**config.mk**
```make
export PLATFORM = sky130hd
export DESIGN_NAME = pipe_skid_reg
export DESIGN_NICKNAME = d
export VERILOG_FILES = /design/src/rtl/pipe_skid_reg_pkg.sv /design/src/rtl/pipe_skid_reg_slot.sv /design/src/rtl/pipe_skid_reg.sv
export SDC_FILE = /design/constraint.sdc
export NUM_CORES = 1
export LEC_CHECK = 0
export ABC_AREA = 0
export CAP_MARGIN = 10
export CORE_UTILIZATION = 55
export DETAILED_ROUTE_END_ITERATION = 8
export PLACE_DENSITY = 0.95
export SYNTH_ARGS = -nofsm -noshare
export SYNTH_HDL_FRONTEND = slang
export SYNTH_SLANG_ARGS = --single-unit
```
**constraint.sdc**
```tcl
create_clock -name clk -period 7.62 [get_ports clk]
set_input_delay 2.286 -clock clk [delete_from_list [all_inputs] [get_ports clk]]
set_output_delay 2.286 -clock clk [all_outputs]
set_load 0.01 [all_outputs]
```
**src/rtl/pipe_skid_reg_pkg.sv**
```systemverilog
// Shared constants and the occupancy encoding for the two-slot skid pipeline register.
package pipe_skid_reg_pkg;

  localparam int DEF_DATA_WIDTH = 96;
  localparam int DEF_CTRL_WIDTH = 8;
  localparam int DEF_CNT_WIDTH  = 8;

  typedef enum logic [1:0] {
    ST_EMPTY = 2'd0,
    ST_ONE   = 2'd1,
    ST_FULL  = 2'd2
  } skid_state_e;

endpackage

```
**src/rtl/pipe_skid_reg_slot.sv**
```systemverilog
// One pipeline slot: valid/ctrl/data register with load, drop and control-clear.
module pipe_slot #(
  parameter int DATA_WIDTH = 96,
  parameter int CTRL_WIDTH = 8
) (
  input  logic                  clk,
  input  logic                  rst,
  input  logic                  load_i,
  input  logic                  drop_i,
  input  logic                  clr_i,
  input  logic [CTRL_WIDTH-1:0] ctrl_i,
  input  logic [DATA_WIDTH-1:0] data_i,
  output logic                  valid_o,
  output logic [CTRL_WIDTH-1:0] ctrl_o,
  output logic [DATA_WIDTH-1:0] data_o
);

  logic                  valid_q;
  logic [CTRL_WIDTH-1:0] ctrl_q;
  logic [DATA_WIDTH-1:0] data_q;

  // Clear beats load: a flushed entry must never leave control bits behind.
  always_ff @(posedge clk) begin
    if (rst) begin
      valid_q <= 1'b0;
      ctrl_q  <= '0;
      data_q  <= '0;
    end else if (clr_i) begin
      valid_q <= 1'b0;
      ctrl_q  <= '0;
    end else if (load_i) begin
      valid_q <= 1'b1;
      ctrl_q  <= ctrl_i;
      data_q  <= data_i;
    end else if (drop_i) begin
      valid_q <= 1'b0;
    end
  end

  assign valid_o = valid_q;
  assign ctrl_o  = ctrl_q;
  assign data_o  = data_q;

endmodule

```
**src/rtl/pipe_skid_reg.sv**
```systemverilog
// Two-entry skid pipeline register: in_ready comes only from registered state,
// flush zeroes control fields and counts discarded entries.
// Handshake: a transfer happens on an edge where valid && ready; valid never waits on ready.
module pipe_skid_reg
  import pipe_skid_reg_pkg::*;
#(
  parameter int DATA_WIDTH = DEF_DATA_WIDTH,
  parameter int CTRL_WIDTH = DEF_CTRL_WIDTH,
  parameter int CNT_WIDTH  = DEF_CNT_WIDTH
) (
  input  logic                  clk,
  input  logic                  rst,
  input  logic                  flush,
  input  logic                  in_valid,
  output logic                  in_ready,
  input  logic [CTRL_WIDTH-1:0] in_ctrl,
  input  logic [DATA_WIDTH-1:0] in_data,
  output logic                  out_valid,
  input  logic                  out_ready,
  output logic [CTRL_WIDTH-1:0] out_ctrl,
  output logic [DATA_WIDTH-1:0] out_data,
  output logic [CNT_WIDTH-1:0]  discard_cnt,
  output logic [1:0]            dbg_state
);

  skid_state_e state_q;

  logic                  push, pop;
  logic                  main_load, main_drop, skid_load, skid_drop;
  logic                  main_valid, skid_valid;
  logic [CTRL_WIDTH-1:0] main_ctrl, skid_ctrl, main_ctrl_in;
  logic [DATA_WIDTH-1:0] main_data, skid_data, main_data_in;
  logic [1:0]            discard_add;
  logic [CNT_WIDTH+1:0]  discard_sum;
  logic [CNT_WIDTH-1:0]  discard_cnt_q, discard_cnt_d;

  assign in_ready  = (state_q != ST_FULL);
  assign out_valid = (state_q != ST_EMPTY);
  assign push      = in_valid && in_ready;
  assign pop       = out_valid && out_ready;

  assign main_load = ((state_q == ST_EMPTY) && push)
                  || ((state_q == ST_ONE) && push && pop)
                  || ((state_q == ST_FULL) && pop);
  assign main_drop = (state_q == ST_ONE) && pop && !push;
  assign skid_load = (state_q == ST_ONE) && push && !pop;
  assign skid_drop = (state_q == ST_FULL) && pop;

  // In FULL the main slot refills from skid; otherwise straight from the input.
  assign main_ctrl_in = (state_q == ST_FULL) ? skid_ctrl : in_ctrl;
  assign main_data_in = (state_q == ST_FULL) ? skid_data : in_data;

  pipe_slot #(.DATA_WIDTH(DATA_WIDTH), .CTRL_WIDTH(CTRL_WIDTH)) u_main (
    .clk(clk), .rst(rst), .load_i(main_load), .drop_i(main_drop), .clr_i(flush),
    .ctrl_i(main_ctrl_in), .data_i(main_data_in),
    .valid_o(main_valid), .ctrl_o(main_ctrl), .data_o(main_data)
  );

  pipe_slot #(.DATA_WIDTH(DATA_WIDTH), .CTRL_WIDTH(CTRL_WIDTH)) u_skid (
    .clk(clk), .rst(rst), .load_i(skid_load), .drop_i(skid_drop), .clr_i(flush),
    .ctrl_i(in_ctrl), .data_i(in_data),
    .valid_o(skid_valid), .ctrl_o(skid_ctrl), .data_o(skid_data)
  );

  always_ff @(posedge clk) begin
    if (rst) begin
      state_q <= ST_EMPTY;
    end else if (flush) begin
      state_q <= ST_EMPTY;
    end else begin
      case (state_q)
        ST_EMPTY: if (push) state_q <= ST_ONE;
        ST_ONE: begin
          if (push && !pop)      state_q <= ST_FULL;
          else if (!push && pop) state_q <= ST_EMPTY;
        end
        ST_FULL:  if (pop) state_q <= ST_ONE;
        default:  state_q <= ST_EMPTY;
      endcase
    end
  end

  // Discarded entries = held slots plus the entry being pushed this cycle.
  always_comb begin
    discard_add   = {1'b0, main_valid} + {1'b0, skid_valid} + {1'b0, push};
    discard_sum   = {2'b00, discard_cnt_q} + {{CNT_WIDTH{1'b0}}, discard_add};
    discard_cnt_d = discard_cnt_q;
    if (flush) begin
      if (discard_sum > {2'b00, {CNT_WIDTH{1'b1}}}) discard_cnt_d = {CNT_WIDTH{1'b1}};
      else                                          discard_cnt_d = discard_sum[CNT_WIDTH-1:0];
    end
  end

  always_ff @(posedge clk) begin
    if (rst) discard_cnt_q <= '0;
    else     discard_cnt_q <= discard_cnt_d;
  end

  assign out_ctrl    = out_valid ? main_ctrl : '0;
  assign out_data    = main_data;
  assign discard_cnt = discard_cnt_q;
  assign dbg_state   = state_q;

endmodule

```
# ---- Word-level counts from Yosys, hierarchy flattened
# Cells that the tools add are included.
dict set report totals {
  register_bits 220
  inputBits 109
  output_inout_bits 116
  elab_cells 55
}
dict set report op_classes {
  n_addsub 3
  order_cmp 1
  eq_ne 6
  mux 13
  bitwise 1
  reduce_logical 23
}
# operator count
set ops {}
lappend ops {{96-bit two-way mux} 1}
lappend ops {{8-bit two-way mux} 3}
lappend ops {{1-bit logical AND} 11}
lappend ops {{8-bit by 2-bit adder with 9-bit output} 1}
lappend ops {{9-bit by 8-bit > comparator with 1-bit output, second input constant} 1}
lappend ops {{2-bit two-way mux} 4}
lappend ops {{2-bit != test, second input constant} 3}
lappend ops {{2-bit one-hot mux with 3 select lines} 1}
lappend ops {{2-bit nonzero test} 3}
lappend ops {{1-bit two-way mux} 4}
lappend ops {{2-bit AND reduction} 2}
lappend ops {{3-bit by 1-bit != test with 1-bit output, second input constant} 1}
lappend ops {{3-bit AND reduction} 1}
lappend ops {{1-bit by 1-bit adder with 2-bit output} 1}
lappend ops {{2-bit by 1-bit adder with 2-bit output} 1}
lappend ops {{2-bit by 1-bit equality test with 1-bit output, second input constant} 1}
lappend ops {{2-bit equality test, second input constant} 1}
lappend ops {{1-bit logical NOT} 2}
lappend ops {{2-bit logical NOT} 1}
lappend ops {{1-bit logical OR} 2}
lappend ops {{2-bit OR reduction} 1}
lappend ops {{1-bit inverter} 1}

# ---- Longest topological paths before layout
dict set report logic_depth {
  word_depth 7
  ltp_mapped 16
  ltp_nobuf 11
}

# ---- Modules after synthesis
# A second synthesis with hierarchy kept.
dict set report unflattened {
  hier_cells 1353
  area_unflattened_um2 11740.0
}
# mod instances cells_each area_each_um2 seq_area_each_um2
set modules_own_cells {}
lappend modules_own_cells {pipe_slot 2 467 4870.9 2102.0}
lappend modules_own_cells {pipe_skid_reg 1 419 1998.2 200.2}

# ---- Worst setup path after synthesis
# OpenSTA, ideal clock, no wires.
dict set report synth_path {
  kind {input to register}
  from {input in_valid}
  to {register discard_cnt_q[6] (netlist: discard_cnt[6])}
  setup_ps 91
  arrival_ps 4167
  required_time_ps 7529
  slack_ps 3362
  path_stages 11
  path_buffers 2
  path_cell_list {clkbuf_2 -> nand2_1 -> xnor2_1 -> ha_1 -> ha_1 -> inv_1 -> fa_1 -> and3b_1 -> clkbuf_1 -> a41oi_1 -> a311oi_1}
}
dict set report synth_via {
  elab_chain_cells 5
}
# element line_no
set synth_lines {}
lappend synth_lines {{start: declaration} pipe_skid_reg.sv:14} ;# input logic in_valid,
lappend synth_lines {{1-bit logical AND (*)} pipe_skid_reg.sv:39} ;# assign push = in_valid && in_ready;
lappend synth_lines {{2-bit by 1-bit adder with 2-bit output (*)} pipe_skid_reg.sv:85} ;# discard_add = {1'b0, main_valid} + {1'b0, skid_valid} + {1'b0, push};
lappend synth_lines {{8-bit by 2-bit adder with 9-bit output (*)} pipe_skid_reg.sv:86} ;# discard_sum = {2'b00, discard_cnt_q} + {{CNT_WIDTH{1'b0}}, discard_add};
lappend synth_lines {{9-bit by 8-bit > comparator with 1-bit output} pipe_skid_reg.sv:89} ;# if (discard_sum > {2'b00, {CNT_WIDTH{1'b1}}}) discard_cnt_d = {CNT_WIDTH{1'b1}};
lappend synth_lines {{8-bit two-way mux (*)} pipe_skid_reg.sv:89}
lappend synth_lines {{end signal: assignment} pipe_skid_reg.sv:96} ;# else discard_cnt_q <= discard_cnt_d;
lappend synth_lines {{end: declaration} pipe_skid_reg.sv:35} ;# logic [CNT_WIDTH-1:0] discard_cnt_q, discard_cnt_d;
# Every way passes the cells marked *; elsewhere a longest branch is shown, timed or not.
# A chain may end at the register's enable or synchronous reset.

# ---- Final worst setup path
dict set report layout_path {
  from {register state_q[1] (netlist: dbg_state[1])}
  to {output out_ctrl[5]}
}
dict set report layout_via {
  elab_chain_cells 2
}
# element line_no
set layout_lines {}
lappend layout_lines {{start: declaration} pipe_skid_reg.sv:26} ;# skid_state_e state_q;
lappend layout_lines {{start signal: assignment} pipe_skid_reg.sv:67} ;# state_q <= ST_EMPTY;
lappend layout_lines {{start signal: assignment} pipe_skid_reg.sv:69} ;# state_q <= ST_EMPTY;
lappend layout_lines {{start signal: assignment} pipe_skid_reg.sv:72} ;# ST_EMPTY: if (push) state_q <= ST_ONE;
lappend layout_lines {{2-bit nonzero test} pipe_skid_reg.sv:38} ;# assign out_valid = (state_q != ST_EMPTY);
lappend layout_lines {{8-bit two-way mux} pipe_skid_reg.sv:99} ;# assign out_ctrl = out_valid ? main_ctrl : '0;
lappend layout_lines {{end: declaration} pipe_skid_reg.sv:20} ;# output logic [CTRL_WIDTH-1:0] out_ctrl,
# No other way between the ends.

==> flow_metrics.py <==
metrics = {
    "clocking": {
        "cts_buffer_depth": 3,
        "cts-resized-gates": 0,
        "post_cts_buffers": 0,
        "cts_buffers": 23,
        "clk_latency_ps": 500,
        "clkTransAtPathRegs_ps": 60,
        "postCtsHoldBufs": 0,
        "cts_sinks": 220,
        "root_buffer": "clkbuf_16",
        "cts_tree": "built",
        "ctsHtreeMaxLevel": 1,
    },
    "timing": {
        "max_freq_mhz": 197,
        "min_period_over_period_pct": 66.6,
        "slew_violations": 0,
        "rsz0062_at_grt": "no",
        "whs_ps": 456,
        "period_minus_slack_ps": 5070,
        "hold_viol": 0,
        "finalClockSkew_ps": 8.77,
        "slew_headroom_pct": 19.3,
        "worstMarginPinSlew_ps": 1210,
        "fin_setup_tns_ps": 0,
        "finalSetupViolCount": 0,
    },
    "pwr": {
        "power.share.sequential_pct": 46.1,
        "combPwrFrac_pct": 13.8,
        "p_per_area_nw_per_um2": 203,
        "intPower_w": 0.00200,
        "p_sw_w": 0.000659,
        "pwr-share-clk_pct": 40.1,
        "p_sw_share_pct": 24.8,
        "static-leakage-power_nw": 4.66,
        "peakVddDrop_mv": 0.186,
    },
    "die": {
        "fp.dieW_um": 139,
        "die_h_um": 139,
        "rows": 49,
        "core_area_um2": 18200,
        "start_util_pct": 56.9,
        "io_pins": 225,
        "dieArea_um2": 19400,
    },
    "critical_path": {
        "critPathTopFamily": "buffers and inverters",
        "worst_ep_arrival_time_ps": 2790,
        "max_stage_delay_ps": 710,
        "worstReg2RegStart": "dbg_state[0]",
        "path_buf_inv": 2,
        "worstReg2RegEnd": "u_skid.data_o[32]",
        "worstPathRequired_ps": 5330,
        "crit_type": "flop to primary output",
        "cp-start-kind": "flop",
        "crit_slowest_cell": "buf_4",
        "path_cells": "buf_4 -> nor2_1 -> nor2b_1 -> clkdlybuf4s50_1",
        "cp_max_fo": 106,
        "crit_path_end_kind": "primary output",
        "r2r_setup_slack_ps": 4140,
        "r2r_cells": 5,
    },
    "detailed_routing": {
        "wirelength_um": 29400,
        "vias_per_cell": 6.43,
        "wire_per_inst_um": 19.2,
        "via_count": 9849,
        "drt_iter0_markers": 1092,
        "firstDrtPassIters": 9,
        "ant_nets": 0,
        "drc": 16,
    },
    "cells_and_area": {
        "layout-drive-gt1-share_pct": 7.52,
        "stdcell_count": 1532,
        "antennaDiodeCount": 0,
        "final_nets": 1403,
        "area_growth_pct": 26.2,
    },
    "grt": {
        "grt.overflow.total": 0,
        "antenna_found_initial": 0,
        "grt_pass1_wl_um": 46900,
        "grt_pass1_vias": 9120,
        "grt_usage_pct": 29.0,
        "grt_max_degree": 118,
    },
    "synthesis": {
        "synth.area.top_cells": "dfxtp_1, and3b_1, a211oi_1",
        "avgSynthCellArea_um2": 8.84,
        "synth-seq-cells": 220,
        "synth_top_area_cell": "dfxtp_1",
        "synthArstFlopShare_pct": 0,
        "ys_seq_area_share_pct": 42.5,
        "synth.distinct_cells": 46,
        "synth_top_area_share_pct": 42.5,
        "mappedNetlistArea_um2": 10400,
        "synth_top_flop_cell": "dfxtp_1",
        "netlist_instances": 1172,
        "syn_nets": 1285,
        "yosysWarningCount": 0,
        "synth-edff-count": 0,
    },
    "min_path": {
        "worstHoldPathType": "flop to flop",
        "min_delay_worst_endpoint": "u_skid.ctrl_o[1]",
        "holdPathStages": 2,
        "hold_start": "u_skid.ctrl_o[1]",
    },
    "placed_design": {
        "portBuffers": 224,
        "gp_congestion": 0.789,
        "dpl.hpwl_um": 17000,
        "dp_cells": 1494,
    },
    "job": {
        "maxCapViolations": 0,
    },
    "run_status": {
        "violations": "DRC",
        "outcome": "finished, violations left",
    },
}
power by group through the flow:
stage | combinational [W] | clock (W) | sequential, W
floorplan | 0.000174 | 0 | 0.00126
global placement | 0.000356 | 0 | 0.00125
detailed placement | 0.000363 | 0 | 0.00125
CTS | 0.000365 | 0.00108 | 0.00122
global route | 0.000390 | 0.00113 | 0.00123
finish | 0.000367 | 0.00107 | 0.00123
metrics by stage:
stage               util, %  cell area [µm²]  power [W]  worst slack (ps)
floorplan                 -            10400    0.00143              3360
global placement       67.9            12400    0.00160              2340
detailed placement     67.9            12400    0.00161              2280
CTS                    71.8            13100    0.00267              2530
global route           71.8            13100    0.00275              2370
finish                 71.8            13100    0.00266              2550
area by class of cell:
cell class                      instances  area (µm²)
Timing Repair Buffer                  236        2330
Tap cell                              229         287
Sequential cell                       220        4410
Clock inverter                          5        50.0
Fill cell                            1319        5140
Inverter                              106         400
Clock buffer                           33         653
Multi-Input combinational cell        703        4930
placed cells by master (no fill, tap or decap), types with 2 or more instances in the layout:
cell               n
clkdlybuf4s50_1  222
dfxtp_1          218
a21oi_1          110
a211oi_1         107
inv_1            104
o21ai_0           99
and3b_1           99
nand3_1           97
a221oi_1          55
a221oi_2          41
nand2_1           38
clkbuf_16         23
buf_4             12
nor2b_1           11
a311oi_1          11
clkinv_2           6
clkbuf_1           6
nor2_1             4
clkbuf_8           4
a31oi_1            3
ha_1               3
and2_1             2
dfxtp_2            2
buf_6              2
flip-flops by register name, indices dropped and copies added (netlist names):
register	cells
dbg_state	2
discard_cnt	8
u_main.ctrl_o	8
u_main.data_o	96
u_main.valid_o	1
u_skid.ctrl_o	8
u_skid.data_o	96
u_skid.valid_o	1
worst max-delay path by stage:
stage | startpoint | cells past startpoint | to | slack, ps
finish | dbg_state[1] | 4 | out_ctrl[5] | 2550
global route | dbg_state[1] | 4 | out_ctrl[3] | 2370
CTS | dbg_state[1] | 4 | out_ctrl[5] | 2530
detailed placement | in_valid | 5 | u_main.data_o[0] | 2280
global placement | in_valid | 5 | u_main.data_o[0] | 2340
floorplan | in_valid | 11 | discard_cnt[6] | 3360
logic make-up after synthesis:
logic type	share of synthesized area [%]
compound gates	30.2
simple gates	16.4
buf+inv	10.2
flops	42.5
fa+ha+maj	0.556
xor+xnor	0.0846
Yosys cell counts (2+ instances only):
library cell	instances
dfxtp_1	220
a21oi_1	110
a211oi_1	107
clkbuf_1	105
inv_1	104
and3b_1	99
o21ai_0	99
nand3_1	97
a221oi_1	55
a221oi_2	41
nand2_1	38
buf_2	23
a311oi_1	11
buf_6	11
nor2b_1	11
nor2_1	4
a31oi_1	3
buf_4	3
ha_1	3
and2_1	2
worst reg2reg max path, cell delays in order, from the launching register on:
cell and delay (ps):
dfxtp_2 630, buf_4 700, nor4bb_4 1030, buf_4 650, nand3_1 200, a21oi_1 190
routing by layer:
metal	global-route usage (%)	vias up	share of wire (%)
li1	-	4533	-
met1	37.8	4708	40
met2	46.9	537	48
met3	6.68	71	9.4
met4	10.4	0	3.0
met5	0	-	0
Note: power is estimated with default switching activity, not from simulation.
